--- src/rtl/mcd_pkg.sv ---
// Shared definitions for the matrix-code decoder: status encodings and codeword sizing.
package mcd_pkg;

  localparam logic [1:0] MCD_CLEAN     = 2'b00;
  localparam logic [1:0] MCD_CORR_DATA = 2'b01;
  localparam logic [1:0] MCD_CORR_CHK  = 2'b10;
  localparam logic [1:0] MCD_UNCORR    = 2'b11;

  // Data bits plus one parity per row, one per column and the overall parity.
  function automatic int unsigned mcd_cw_w(input int unsigned rows, input int unsigned cols);
    return rows * cols + rows + cols + 1;
  endfunction

endpackage

--- src/rtl/mcd_syndrome.sv ---
// Row/column/overall parity syndrome of a product-code codeword (shared with the encoder).
module mcd_syndrome
  import mcd_pkg::*;
#(
  parameter int unsigned ROWS = 4,
  parameter int unsigned COLS = 4
) (
  input  logic [mcd_cw_w(ROWS, COLS)-1:0] in_cw,
  output logic [ROWS-1:0]                 sr,
  output logic [COLS-1:0]                 sc,
  output logic                            so
);

  localparam int unsigned DATA_W = ROWS * COLS;

  always_comb begin
    sr = '0;
    sc = '0;
    for (int unsigned r = 0; r < ROWS; r++) begin
      for (int unsigned c = 0; c < COLS; c++) begin
        sr[r] = sr[r] ^ in_cw[r*COLS+c];
        sc[c] = sc[c] ^ in_cw[r*COLS+c];
      end
    end
    for (int unsigned r = 0; r < ROWS; r++) sr[r] = sr[r] ^ in_cw[DATA_W+r];
    for (int unsigned c = 0; c < COLS; c++) sc[c] = sc[c] ^ in_cw[DATA_W+ROWS+c];
    so = ^in_cw;
  end

endmodule

--- src/rtl/matrix_code_dec_pipe.sv ---
// Two-stage pipelined product-code decoder with valid/ready on both sides.
// Define MCD_ERR_CNT_EN to build the saturating error-event counters.
module matrix_code_dec_pipe
  import mcd_pkg::*;
#(
  parameter int unsigned ROWS  = 4,
  parameter int unsigned COLS  = 4,
  parameter int unsigned CNT_W = 16
) (
  input  logic                            clk,
  input  logic                            rst_n,
  input  logic                            in_valid,
  output logic                            in_ready,
  input  logic [mcd_cw_w(ROWS, COLS)-1:0] in_cw,
  output logic                            out_valid,
  input  logic                            out_ready,
  output logic [ROWS*COLS-1:0]            out_data,
  output logic [1:0]                      out_status,
  output logic [$clog2(ROWS)-1:0]         out_err_row,
  output logic [$clog2(COLS)-1:0]         out_err_col,
  input  logic                            cnt_clr,
  output logic [CNT_W-1:0]                corr_cnt,
  output logic [CNT_W-1:0]                uncorr_cnt
);

  localparam int unsigned DATA_W = ROWS * COLS;
  localparam int unsigned RW     = $clog2(ROWS);
  localparam int unsigned CLW    = $clog2(COLS);

  logic [ROWS-1:0] sr_c;
  logic [COLS-1:0] sc_c;
  logic            so_c;

  mcd_syndrome #(.ROWS(ROWS), .COLS(COLS)) u_syn (
    .in_cw (in_cw),
    .sr    (sr_c),
    .sc    (sc_c),
    .so    (so_c)
  );

  logic              s1_valid_q, s1_valid_d;
  logic [DATA_W-1:0] s1_data_q, s1_data_d;
  logic [ROWS-1:0]   s1_sr_q, s1_sr_d;
  logic [COLS-1:0]   s1_sc_q, s1_sc_d;
  logic              s1_so_q, s1_so_d;

  logic              out_valid_q, out_valid_d;
  logic [DATA_W-1:0] out_data_q, out_data_d;
  logic [1:0]        out_status_q, out_status_d;
  logic [RW-1:0]     out_err_row_q, out_err_row_d;
  logic [CLW-1:0]    out_err_col_q, out_err_col_d;

  logic              en1_c, en2_c;
  logic [DATA_W-1:0] flip_c;
  logic [RW-1:0]     row_idx_c;
  logic [CLW-1:0]    col_idx_c;
  logic              sr_one_c, sc_one_c, sr_zero_c, sc_zero_c;

  // Stage enables: a stage advances when its downstream slot is free or draining.
  always_comb begin
    en2_c = !out_valid_q || out_ready;
    en1_c = !s1_valid_q || en2_c;
  end

  assign in_ready = en1_c;

  // Error localisation and classification from the registered syndromes.
  always_comb begin
    flip_c    = '0;
    row_idx_c = '0;
    col_idx_c = '0;
    for (int unsigned r = 0; r < ROWS; r++) begin
      if (s1_sr_q[r]) row_idx_c = RW'(r);
      for (int unsigned c = 0; c < COLS; c++) begin
        flip_c[r*COLS+c] = s1_sr_q[r] & s1_sc_q[c];
      end
    end
    for (int unsigned c = 0; c < COLS; c++) begin
      if (s1_sc_q[c]) col_idx_c = CLW'(c);
    end
    sr_one_c  = $onehot(s1_sr_q);
    sc_one_c  = $onehot(s1_sc_q);
    sr_zero_c = (s1_sr_q == '0);
    sc_zero_c = (s1_sc_q == '0);
  end

  always_comb begin
    s1_valid_d    = s1_valid_q;
    s1_data_d     = s1_data_q;
    s1_sr_d       = s1_sr_q;
    s1_sc_d       = s1_sc_q;
    s1_so_d       = s1_so_q;
    out_valid_d   = out_valid_q;
    out_data_d    = out_data_q;
    out_status_d  = out_status_q;
    out_err_row_d = out_err_row_q;
    out_err_col_d = out_err_col_q;

    if (en1_c) begin
      s1_valid_d = in_valid;
      if (in_valid) begin
        s1_data_d = in_cw[DATA_W-1:0];
        s1_sr_d   = sr_c;
        s1_sc_d   = sc_c;
        s1_so_d   = so_c;
      end
    end

    if (en2_c) begin
      out_valid_d = s1_valid_q;
      if (s1_valid_q) begin
        out_data_d    = s1_data_q;
        out_err_row_d = '0;
        out_err_col_d = '0;
        if (!s1_so_q && sr_zero_c && sc_zero_c) begin
          out_status_d = MCD_CLEAN;
        end else if (s1_so_q && sr_one_c && sc_one_c) begin
          out_status_d  = MCD_CORR_DATA;
          out_data_d    = s1_data_q ^ flip_c;
          out_err_row_d = row_idx_c;
          out_err_col_d = col_idx_c;
        end else if (s1_so_q && ((sr_zero_c && (sc_zero_c || sc_one_c)) ||
                                 (sc_zero_c && sr_one_c))) begin
          out_status_d = MCD_CORR_CHK;
        end else begin
          out_status_d = MCD_UNCORR;
        end
      end
    end
  end

  always_ff @(posedge clk or negedge rst_n) begin
    if (!rst_n) begin
      s1_valid_q    <= 1'b0;
      s1_data_q     <= '0;
      s1_sr_q       <= '0;
      s1_sc_q       <= '0;
      s1_so_q       <= 1'b0;
      out_valid_q   <= 1'b0;
      out_data_q    <= '0;
      out_status_q  <= MCD_CLEAN;
      out_err_row_q <= '0;
      out_err_col_q <= '0;
    end else begin
      s1_valid_q    <= s1_valid_d;
      s1_data_q     <= s1_data_d;
      s1_sr_q       <= s1_sr_d;
      s1_sc_q       <= s1_sc_d;
      s1_so_q       <= s1_so_d;
      out_valid_q   <= out_valid_d;
      out_data_q    <= out_data_d;
      out_status_q  <= out_status_d;
      out_err_row_q <= out_err_row_d;
      out_err_col_q <= out_err_col_d;
    end
  end

  assign out_valid   = out_valid_q;
  assign out_data    = out_data_q;
  assign out_status  = out_status_q;
  assign out_err_row = out_err_row_q;
  assign out_err_col = out_err_col_q;

`ifdef MCD_ERR_CNT_EN
  logic [CNT_W-1:0] corr_cnt_q, corr_cnt_d;
  logic [CNT_W-1:0] uncorr_cnt_q, uncorr_cnt_d;
  logic             hs_c;

  // Saturating counts of delivered words; clear wins over a same-cycle increment.
  always_comb begin
    hs_c         = out_valid_q && out_ready;
    corr_cnt_d   = corr_cnt_q;
    uncorr_cnt_d = uncorr_cnt_q;
    if (cnt_clr) begin
      corr_cnt_d   = '0;
      uncorr_cnt_d = '0;
    end else if (hs_c) begin
      if (out_status_q == MCD_UNCORR) begin
        if (uncorr_cnt_q != '1) uncorr_cnt_d = uncorr_cnt_q + CNT_W'(1);
      end else if (out_status_q != MCD_CLEAN) begin
        if (corr_cnt_q != '1) corr_cnt_d = corr_cnt_q + CNT_W'(1);
      end
    end
  end

  always_ff @(posedge clk or negedge rst_n) begin
    if (!rst_n) begin
      corr_cnt_q   <= '0;
      uncorr_cnt_q <= '0;
    end else begin
      corr_cnt_q   <= corr_cnt_d;
      uncorr_cnt_q <= uncorr_cnt_d;
    end
  end

  assign corr_cnt   = corr_cnt_q;
  assign uncorr_cnt = uncorr_cnt_q;
`else
  logic unused_cnt_clr;
  assign unused_cnt_clr = cnt_clr;
  assign corr_cnt       = '0;
  assign uncorr_cnt     = '0;
`endif

endmodule

--- config.mk ---
export PLATFORM = sky130hd
export DESIGN_NAME = matrix_code_dec_pipe
export DESIGN_NICKNAME = d
export VERILOG_FILES = /design/src/rtl/mcd_pkg.sv /design/src/rtl/mcd_syndrome.sv /design/src/rtl/matrix_code_dec_pipe.sv
export SDC_FILE = /design/constraint.sdc
export NUM_CORES = 1
export LEC_CHECK = 0
export BUFFER_PORTS_ARGS = -buffer_cell sky130_fd_sc_hd__buf_2
export CORE_ASPECT_RATIO = 0.5
export CORE_UTILIZATION = 56
export CTS_CLUSTER_SIZE = 14
export DETAILED_ROUTE_END_ITERATION = 16
export PLACE_DENSITY = 0.87
export SLEW_MARGIN = 40
export SYNTH_ARGS = -nofsm -noshare
export SYNTH_HDL_FRONTEND = slang
export SYNTH_SLANG_ARGS = --single-unit
--- constraint.sdc ---
create_clock -name clk -period 8.2 [get_ports clk]
set_input_delay 0.41 -clock clk [delete_from_list [all_inputs] [get_ports clk]]
set_output_delay 0.41 -clock clk [all_outputs]
set_load 0.1 [all_outputs]
# Word level (Yosys, flattened, before mapping)
# Index checks and enable logic that the tools add are counted.
# Widths: inputs -> output; s select.
# totals
output_inout_bits,56
register_bits,49
# classes
reduce_logical,19
n_eq_ne,2
n_addsub,6
mux,15
bitwise_logic,49
# op_table
op,n
$mux 16,2
$xor 1x1->1,32
$reduce_xor 25->1,1
$mux 2,10
$and 1x1->1,16
$xor 16x16->16,1
$add 1x1->2,4
$logic_not 4->1,2
$logic_and 1x1->1,7
$add 2x2->3,2
$eq 3x1->1 const B,2
$logic_or 1x1->1,4
$reduce_and 2->1,2
$logic_not 1->1,3
$mux 1,3

# Longest topological paths before layout
# depth
word_depth,10
ltp_mapped,12
mapped_depth_nobuf,10

# Cells and area by module
# Synthesis repeated with hierarchy kept, for this count alone.
# hier_totals
hier_cells,271
hier_area_um2,2969.1
# by_module_without_submodules
module,cells_per_inst,seq_area_each_um2,area_per_inst_um2,instances
matrix_code_dec_pipe,234,1226.2,2565.0,1
mcd_syndrome,37,0.0,404.1,1

# Least setup slack after synthesis
# OpenSTA, ideal clock, no wires.
# synth_timing
path_kind,reg-to-reg
from,reg out_valid_q (netlist: out_valid)
to,reg s1_data_q[0]
period_less_slack_ps,3143
t_required_ps,8075
setup_ps,125
t_arrival_ps,3018
stages_incl_launch_ff,5
setup_slack_ps,5057
cell_sequence,dfrtp_1 -> nand3b_1 -> nand2_1 -> clkbuf_1 -> mux2_2
# synth_via
elab_chain_cells,4
# synth_rtl
item,line,rtl
from (decl),matrix_code_dec_pipe.sv:47,"logic out_valid_q, out_valid_d;"
from (signal assigned),matrix_code_dec_pipe.sv:150,out_valid_q <= out_valid_d;
$logic_not 1->1,matrix_code_dec_pipe.sv:61,en2_c = !out_valid_q || out_ready;
$logic_or 1x1->1,matrix_code_dec_pipe.sv:61,
$logic_or 1x1->1,matrix_code_dec_pipe.sv:62,en1_c = !s1_valid_q || en2_c;
named net in_ready,matrix_code_dec_pipe.sv:13,"output logic in_ready,"
$reduce_and 2->1 (no source line),n/a,
to (signal assigned),matrix_code_dec_pipe.sv:146,s1_data_q <= s1_data_d;
to (decl),matrix_code_dec_pipe.sv:42,"logic [DATA_W-1:0] s1_data_q, s1_data_d;"
# The timed path passes the listed nets, and every way through them passes these cells.
# A chain may end at the register's enable or synchronous reset.

# Worst setup path in the final report
# layout_timing
from,reg s1_sc_q[3]
to,reg out_data_q[4] (netlist: out_data[4])
# layout_via
elab_chain_cells,6
elab_cells_between_ends,8
classes_between,2 x add/sub; 1 x eq/ne; 2 x mux; 3 x reduce/logical
# layout_rtl
item,line,rtl
from (decl),matrix_code_dec_pipe.sv:44,"logic [COLS-1:0] s1_sc_q, s1_sc_d;"
from (signal assigned),matrix_code_dec_pipe.sv:148,s1_sc_q <= s1_sc_d;
$add 1x1->2 (implied by the code),matrix_code_dec_pipe.sv:82,sc_one_c = $onehot(s1_sc_q);
$add 2x2->3 (implied by the code),matrix_code_dec_pipe.sv:82,
$eq 3x1->1,matrix_code_dec_pipe.sv:82,
$logic_and 1x1->1,matrix_code_dec_pipe.sv:117,end else if (s1_so_q && sr_one_c && sc_one_c) begin
$mux 16,matrix_code_dec_pipe.sv:117,
$mux 16 (*),matrix_code_dec_pipe.sv:115,if (!s1_so_q && sr_zero_c && sc_zero_c) begin
to (signal assigned),matrix_code_dec_pipe.sv:151,out_data_q <= out_data_d;
to (decl),matrix_code_dec_pipe.sv:48,"logic [DATA_W-1:0] out_data_q, out_data_d;"
# Every way passes the cells marked *; elsewhere a longest branch is shown, timed or not.

==> qor.yml <==
criticalPathCategory: "register to register"
synth_area_leader_cell: "dfrtp_1"
grt_setup_unrepaired: "no"
htreeDepth: 2
cts_resized: 0
synthCells: 275
synth_cell_types: 27
hp-class: "input port to asynchronous set/reset pin"
ir_drop_uv: 157
reg2reg_depth: 10
power.density_nw_per_um2: 312
hold_viol_final: 0
netlist_area_um2: 2900
ioPinCount: 86
layout_min_cycle_time_ps: 3410
yosys-top-cells-area: "dfrtp_1 (42%), buf_4 (8.8%), xnor2_1 (7.2%), xor2_1 (6.0%), mux2_1 (5.0%)"
wire_per_inst_um: 14.2
cap_viol_max_count: 0
slew_headroom_pct: 53.1
portBuffers: 52
drc: 0
dieArea_um2: 5500
drtIter0Drc: 107
fmax_mhz: 293
worstMarginPinSlew_ps: 701
dp_hpwl_um: 4180
cts_sinks: 49
drtPass1Iterations: 4
gp_congestion: 0.799
die_h_um: 52.9
critPathCaptureType: "register"
syn_avg_cell_area_um2: 10.6
first_global_vias: 1762
dp_cells: 387
antenna_left: 0
vias_per_cell: 5.10
synth.top_cell.area_share_pct: 42.2
post-cts-setup-buffer-count: 0
setup_viol: 0
via_count: 2004
ys_ff_latch: 49
numCtsBuffers: 5
cts_tree: "done"
nets: 362
yosysWarnings: 0
timing.rr.end: "out_data[4]"
skew_ps: 6.04
ctsHoldBuffers: 0
rows: 18
use_met2_pct: 35.6
cts-root-buf: "clkbuf_8"
coreArea_um2: 4950
gr-usage-all-layers_pct: 21.4
r2r_setup_slack_ps: 4790
postRouteWirelength_um: 5590
critPathMaxFanout: 18
grt_max_degree: 50
period_share_pct: 41.6
clockBufferDepth: 2
grtUsageMet3_pct: 5.42
use_met1_pct: 28.4
globalRouteOverflowTotal: 0
arrival_ps: 3570
tns_ps: 0
worstSetupStartpointType: "register"
antenna_found_initial: 0
critical_path_required_ps: 8360
stdcell_count: 393
status: "completed"
drv_slew: 0
p_leak_nw: 1.51
synth_seq_area_share_pct: 42.2
antennaDiodeCount: 0
reg2reg_from: "s1_sc_q[3]"
hold-worst-slack_ps: 119
clkTransAtPathRegs_ps: 90
drive_above_1_share_pct: 22.3
start_util_pct: 58.6
clk_latency_ps: 300
cp-startpoint: "s1_sc_q[3]"
top_usage_layer: "met2"
die_x_um: 104
syn_to_final_growth_pct: 9.05
grt_pass1_wl_um: 8830
[cell usage after synthesis (all sizes together)]
master,n
a21oi,2
and3,2
buf,35
clkbuf,6
conb,1
dfrtp,49
fa,2
ha,6
inv,10
mux2,21
nand2,30
nand2b,3
nand3,19
nand3b,2
nand4,2
nor2,1
nor3b,3
o21ai,28
o31ai,1
xnor2,27
xnor3,5
xor2,20
[state kept, by name, summed over array words and instances (netlist names)]
register,cells
out_data,16
out_err_col,2
out_err_row,2
out_status,2
out_valid,1
s1_data_q,16
s1_sc_q,4
s1_so_q,1
s1_sr_q,4
s1_valid_q,1
[logic make-up after synthesis]
group | share of synthesized area [%]
buffers and inverters | 11.0
adder cells (fa/ha/maj) | 3.96
other | 0.129
multiplexers | 8.14
AND/OR/NAND/NOR | 10.3
flip-flops | 42.2
XOR/XNOR | 18.8
AO/OA/AOI/OAI | 5.43
[placed cells by master (no fill, tap or decap)]
| cell type | Yosys | routed |
|---|---|---|
| buf_2 | 1 | 51 |
| dfrtp_1 | 49 | 49 |
| conb_1 | 1 | 32 |
| nand2_1 | 30 | 28 |
| xnor2_1 | 24 | 24 |
| o21ai_1 | 23 | 23 |
| xor2_1 | 20 | 20 |
| nand3_1 | 19 | 19 |
| mux2_1 | 13 | 13 |
| inv_1 | 10 | 10 |
| mux2_2 | 8 | 8 |
| ha_1 | 6 | 6 |
| o21ai_0 | 5 | 5 |
| xnor3_1 | 5 | 5 |
| clkbuf_8 | 0 | 5 |
| nand2b_1 | 3 | 3 |
| xnor2_2 | 3 | 3 |
| nand3b_1 | 2 | 2 |
| nand2_2 | 0 | 2 |
| nor3b_1 | 2 | 2 |
| and3_1 | 2 | 2 |
| nand4_1 | 2 | 2 |
| a21oi_1 | 2 | 2 |
| fa_1 | 2 | 2 |
| nor3b_2 | 1 | 1 |
| nor2_1 | 1 | 1 |
| o31ai_1 | 1 | 1 |
| clkinv_2 | 0 | 1 |
| buf_4 | 34 | 1 |
[how the worst max path moves through the flow]
| stage | endpoint | slack (ps) | depth (start not counted) |
|---|---|---|---|
| floorplan | s1_data_q[0] | 5060 | 4 |
| global placement | out_data[4] | 4980 | 10 |
| detailed placement | out_data[4] | 4860 | 10 |
| CTS | out_data[4] | 4830 | 10 |
| global route | out_data[5] | 4590 | 10 |
| finish | out_data[4] | 4790 | 10 |
[where the power goes]
group	internal, mW	total [mW]	switching [mW]
Clock	0.0563	0.131	0.0750
Sequential	0.293	0.346	0.0535
Combinational	0.123	0.510	0.387
Total	0.472	0.988	0.515
[final cells by class]
class | count | area (µm²)
tap | 70 | 87.6
fill | 376 | 1790
timing repair buffer | 52 | 263
multi-input combinational | 206 | 1480
clock buffer | 5 | 68.8
sequential | 49 | 1230
clock inverter | 1 | 5.00
inverter | 10 | 37.5
[worst max-delay path: stages, from the launching register on]
cell,delay [ps]
dfrtp_1,550
inv_1,130
fa_1,490
inv_1,40
ha_1,170
ha_1,270
nor3b_1,430
and3_1,690
nand3_1,190
xor2_1,220
o21ai_1,80
[routing by layer]
layer	routed length, µm	vias to the layer above
met5	0	-
met4	55	0
met3	362	10
met2	2680	89
met1	2490	961
li1	-	944
[per-stage QoR]
step / area (µm²) / util (%) / power, mW / worst slack [ps]
floorplan: 3020 / - / 0.776 / 5060
global placement: 3090 / 62.3 / 0.840 / 4980
detailed placement: 3090 / 62.4 / 0.860 / 4860
CTS: 3170 / 63.9 / 0.990 / 4830
global route: 3170 / 63.9 / 1.04 / 4590
finish: 3170 / 63.9 / 0.988 / 4790
(Power assumes the default switching activity.)
